## config.mk

```make
export PLATFORM = sky130hd
export DESIGN_NAME = logic_unit_serial
export DESIGN_NICKNAME = d
export VERILOG_FILES = /design/src/rtl/logic_unit_serial.sv
export SDC_FILE = /design/constraint.sdc
export NUM_CORES = 1
export LEC_CHECK = 0
export BUFFER_PORTS_ARGS = -buffer_cell sky130_fd_sc_hd__buf_2
export CELL_PAD_IN_SITES_DETAIL_PLACEMENT = 2
export CELL_PAD_IN_SITES_GLOBAL_PLACEMENT = 2
export CORE_MARGIN = 2
export CORE_UTILIZATION = 32
export DETAILED_ROUTE_END_ITERATION = 6
export HOLD_SLACK_MARGIN = 0.08
export PLACE_DENSITY = 0.81
export SETUP_SLACK_MARGIN = 0.2
export SYNTH_ARGS = -nofsm -noshare
export SYNTH_HDL_FRONTEND = slang
export SYNTH_SLANG_ARGS = --single-unit
```

## constraint.sdc

```tcl
create_clock -name clock -period 4.5 [get_ports clock]
set_input_delay 0 -clock clock [delete_from_list [all_inputs] [get_ports clock]]
set_output_delay 0 -clock clock [all_outputs]
set_load 0.01 [all_outputs]
```

## src/rtl/logic_unit_serial.sv

```systemverilog
// Multi-cycle bitwise logic unit: applies one of eight bitwise functions to
// latched WIDTH-bit operands, SLICE bits per clock, with a start/busy/done handshake.
module logic_unit_serial #(
   parameter int WIDTH = 32,
   parameter int SLICE = 8
) (
   input  logic             clock,
   input  logic             reset,
   input  logic             start,
   input  logic [2:0]       op,
   input  logic [WIDTH-1:0] value_a,
   input  logic [WIDTH-1:0] value_b,
   output logic             busy,
   output logic             done,
   output logic [WIDTH-1:0] result,
   output logic             zero
);

   localparam int STEPS = WIDTH / SLICE;
   localparam int CNT_W = (STEPS > 1) ? $clog2(STEPS) : 1;
   localparam logic [CNT_W-1:0] LAST_STEP = CNT_W'(STEPS - 1);

   localparam logic [2:0] OP_NOT  = 3'b000;
   localparam logic [2:0] OP_AND  = 3'b001;
   localparam logic [2:0] OP_OR   = 3'b010;
   localparam logic [2:0] OP_XOR  = 3'b011;
   localparam logic [2:0] OP_NOR  = 3'b100;
   localparam logic [2:0] OP_NAND = 3'b101;
   localparam logic [2:0] OP_XNOR = 3'b110;

   typedef enum logic [1:0] {
      ST_IDLE = 2'd0,
      ST_RUN  = 2'd1,
      ST_DONE = 2'd2
   } state_t;

   state_t           state_q, state_d;
   logic [WIDTH-1:0] a_q, a_d;
   logic [WIDTH-1:0] b_q, b_d;
   logic [2:0]       op_q, op_d;
   logic [WIDTH-1:0] result_q, result_d;
   logic             zero_q, zero_d;
   logic [CNT_W-1:0] cnt_q, cnt_d;

   logic [SLICE-1:0] a_slices [STEPS];
   logic [SLICE-1:0] b_slices [STEPS];
   logic [SLICE-1:0] a_cur;
   logic [SLICE-1:0] b_cur;
   logic [SLICE-1:0] f_slice;
   logic [STEPS-1:0] slice_we;
   logic             accept;

   // Only the slice selected by the counter is fed to the function logic,
   // so the datapath is SLICE bits wide regardless of WIDTH.
   for (genvar gi = 0; gi < STEPS; gi++) begin : g_slice
      assign a_slices[gi] = a_q[gi*SLICE +: SLICE];
      assign b_slices[gi] = b_q[gi*SLICE +: SLICE];
      assign slice_we[gi] = (state_q == ST_RUN) && (cnt_q == CNT_W'(gi));
   end

   assign a_cur = a_slices[cnt_q];
   assign b_cur = b_slices[cnt_q];

   always_comb begin
      f_slice = a_cur;
      case (op_q)
         OP_NOT:  f_slice = ~a_cur;
         OP_AND:  f_slice = a_cur & b_cur;
         OP_OR:   f_slice = a_cur | b_cur;
         OP_XOR:  f_slice = a_cur ^ b_cur;
         OP_NOR:  f_slice = ~(a_cur | b_cur);
         OP_NAND: f_slice = ~(a_cur & b_cur);
         OP_XNOR: f_slice = ~(a_cur ^ b_cur);
         default: f_slice = a_cur;
      endcase
   end

   // A request is only looked at when no computation is in flight.
   assign accept = start && (state_q != ST_RUN);

   always_comb begin
      state_d  = state_q;
      a_d      = a_q;
      b_d      = b_q;
      op_d     = op_q;
      result_d = result_q;
      zero_d   = zero_q;
      cnt_d    = cnt_q;

      case (state_q)
         ST_IDLE: begin
            if (accept) begin
               state_d  = ST_RUN;
               a_d      = value_a;
               b_d      = value_b;
               op_d     = op;
               result_d = '0;
               zero_d   = 1'b0;
               cnt_d    = '0;
            end
         end
         ST_RUN: begin
            for (int k = 0; k < STEPS; k++) begin
               if (slice_we[k]) begin
                  result_d[k*SLICE +: SLICE] = f_slice;
               end
            end
            if (cnt_q == LAST_STEP) begin
               // result_d already holds the final slice, so the flag covers it.
               state_d = ST_DONE;
               zero_d  = (result_d == '0);
               cnt_d   = '0;
            end else begin
               cnt_d = cnt_q + 1'b1;
            end
         end
         ST_DONE: begin
            if (accept) begin
               state_d  = ST_RUN;
               a_d      = value_a;
               b_d      = value_b;
               op_d     = op;
               result_d = '0;
               zero_d   = 1'b0;
               cnt_d    = '0;
            end else begin
               state_d = ST_IDLE;
            end
         end
         default: begin
            state_d = ST_IDLE;
         end
      endcase
   end

   always_ff @(posedge clock) begin
      if (reset) begin
         state_q  <= ST_IDLE;
         a_q      <= '0;
         b_q      <= '0;
         op_q     <= '0;
         result_q <= '0;
         zero_q   <= 1'b0;
         cnt_q    <= '0;
      end else begin
         state_q  <= state_d;
         a_q      <= a_d;
         b_q      <= b_d;
         op_q     <= op_d;
         result_q <= result_d;
         zero_q   <= zero_d;
         cnt_q    <= cnt_d;
      end
   end

   assign busy   = (state_q == ST_RUN);
   assign done   = (state_q == ST_DONE);
   assign result = result_q;
   assign zero   = zero_q;

endmodule
```

==> metrics.csv <==
stage;metric;value;unit
sta;setup_tns;0;ns
clock_tree;cts.path.max_buffers;2;
drt;ant_nets;0;
global_route;antenna_found_initial;1;
power;pwr_density_cell;334;nW/um^2
die;ioPinCount;105;
finish;nNetsFinal;873;
hold_path;hold_class;in -> reg;
synth;ys_seq_area_share;40.3;%
synth;syn_nets;730;
synth;synthesis.instances;640;
synth;synth_edf_count;0;
synth;async_flop_share;0;%
run_status;run_status;complete, no violations;
clock_tree;cts_root_buffer;clkbuf_16;
clock_tree;postCtsHoldBufs;70;
sta;worst_pin_slew;1.13;ns
drt;viasPerCell;5.20;
finish;drive_above_1_share;20.8;%
die;dieArea;17200;sq um
clock_tree;post-cts-setup-buffer-count;0;
synth;synth_ff_type;dfxtp_1;
drt;wirelength;20100;um
die;initial_core_util;32.7;%
clock_tree;htreeDepth;3;
sta;hold_viol_final;0;
sta;fin_crit_sh;79.8;%
flow_run;maxCapViolCount;0;
clock_tree;post_cts_resize_count;0;
worst_setup_path;cp-start-kind;flop;
synth;yosysTopAreaCell;dfxtp_1;
clock_tree;cts_buffers;9;
synth;yosys_register_bits;104;
global_route;grt_pass1_vias;5831;
worst_setup_path;crit_fanout;9;
die;core;15800;sq um
die;die-height;131;um
synth;yosys_warnings;0;
power;ir_drop;0.000211;V
synth;synth_top_area_share;40.3;%
sta;rsz0062_at_grt;false;
synth;synth_area_leaders;dfxtp_1 40%, nand2_1 10%, a21oi_1 8.2%;
placed_design;gp_congestion;0.840;
worst_setup_path;worstPathArrival;3.87;ns
sta;clock_skew;0.0150;ns
drt;detail_route.wl_per_cell;20.0;um
clock_tree;worstSkewPairLatency;0.37;ns
finish;fin_area;6790;sq um
clock_tree;cts_sinks;104;
sta;setup-violations-final;0;
global_route;grt_usage;23.5;%
clock_tree;clk_pin_slew_worst_paths;0.07;ns
worst_setup_path;criticalPathCategory;reg -> reg;
synth;synth.avg_cell_area;8.08;sq um
placed_design;placed_cell_area;5790;sq um
drt;drt_pre_antenna_iters;4;
worst_setup_path;crit_path_end_kind;flop;
die;rows;46;
global_route;grt_max_degree;104;
drt;drt_iter0_markers;290;
global_route;grt_pass1_wl;32000;um
sta;slew_headroom;24.6;%
power;power;2.27;mW
worst_setup_path;reg2reg_slack;0.91;ns
clock_tree;cts_tree;done;
drt;dr_total_vias;5227;
synth;yosysUniqueCellTypes;53;
finish;area_delta_synth_final;31.3;%
power;p_leak;2.85;nW
sta;clock.fmax;0.278;GHz
drt;drc;0;
global_route;grt_overflow;0;
synth;syn_area;5170;sq um
sta;fin_crit;3.59;ns
worst_setup_path;worstPathRequired;4.78;ns
finish;post-route-util;42.9;%
sta;maxSlewViolCount;0;
placed_design;io_buffers;104;
placed_design;hpwl;12700;um
die;die_w;131;um
[cells in the final DEF (no fill, tap or decap), drive strengths merged, types with 15 or more instances in the layout]
master / count
dfxtp: 104
buf: 109
nand2: 145
nor2: 65
ha: 20
a21oi: 86
dlygate4sd3: 70
a31oi: 26
mux4: 15
inv: 24
[worst max-delay path: stages, from the launching register on]
cell and delay (ns):
dfxtp_1 0.52, buf_4 0.28, mux4_2 0.57, inv_1 0.08, ha_1 0.24, and2_0 0.17, o21ai_0 0.25, o21ai_0 0.14
o21ai_1 0.55, and4_1 0.33, o2111ai_1 0.13, o31ai_1 0.25
[path summary, 6_finish.rpt]
check	from	to	cells after the start
setup / recovery	cnt_q[0]	zero	11
hold / removal	value_a[21]	a_q[21]	4
setup reg to reg	cnt_q[0]	zero	11
hold reg to reg	a_q[8]	a_q[8]	2
[power by group]
| group | internal [mW] | total [mW] | switching [mW] |
|---|---|---|---|
| combinational | 0.187 | 0.437 | 0.250 |
| sequential | 0.967 | 1.01 | 0.0478 |
| clock | 0.446 | 0.814 | 0.368 |
| total | 1.60 | 2.27 | 0.666 |
[sequential cells by signal, indices dropped and copies added (netlist names)]
name / count
zero: 1
op_q: 3
cnt_q: 2
result: 32
b_q: 32
state_q: 2
a_q: 32
[cell type report]
class / count / area [sq um]
fill: 1779 / 9040
multi-input combinational: 465 / 2790
sequential: 104 / 2080
timing repair buffer: 179 / 1260
tap: 216 / 270
clock buffer: 11 / 243
inverter: 24 / 90.1
clock inverter: 5 / 53.8
antenna: 1 / 2.50
[cell families (layout without fill, tap and decap cells)]
logic type,after synthesis,count (layout),synth area share (%)
AOI/OAI and AO/OA,154,154,17.6
adders and majority gates,20,20,4.84
buffers and inverters,71,219,6.14
DFF,104,104,40.3
muxes,26,26,9.07
other,0,1,0
and+or+nand+nor,265,265,22.1
[per-layer routing]
layer / wire [um] / GRT usage (%)
met1: 8460 / 27.9
met4: 536 / 9.36
met3: 664 / 3.32
met5: 0 / 0
met2: 10500 / 42.6
[through the flow]
| step | hold slack [ns] | setup slack [ns] | std cells |
|---|---|---|---|
| 3_5_place_dp | 0.250 | 0.942 | 918 |
| 5_1_grt | 0.455 | 0.693 | 1005 |
| 3_3_place_gp | 0.251 | 1.09 | 918 |
| 4_1_cts | 0.414 | 0.870 | 1004 |
| 6_report | 0.434 | 0.909 | 1005 |
| 2_1_floorplan | 0.136 | 1.22 | 640 |
[cells in the mapped netlist (6+ instances only)]
| cell type | number |
|---|---|
| a21oi_1 | 85 |
| a31oi_1 | 26 |
| clkbuf_1 | 34 |
| dfxtp_1 | 104 |
| ha_1 | 20 |
| inv_1 | 23 |
| mux2_2 | 7 |
| mux4_2 | 13 |
| nand2_1 | 144 |
| nand3_1 | 14 |
| nand4b_1 | 6 |
| nor2_1 | 65 |
| o21ai_0 | 9 |
| or2_2 | 6 |
Power figures use the tool's default switching activity.
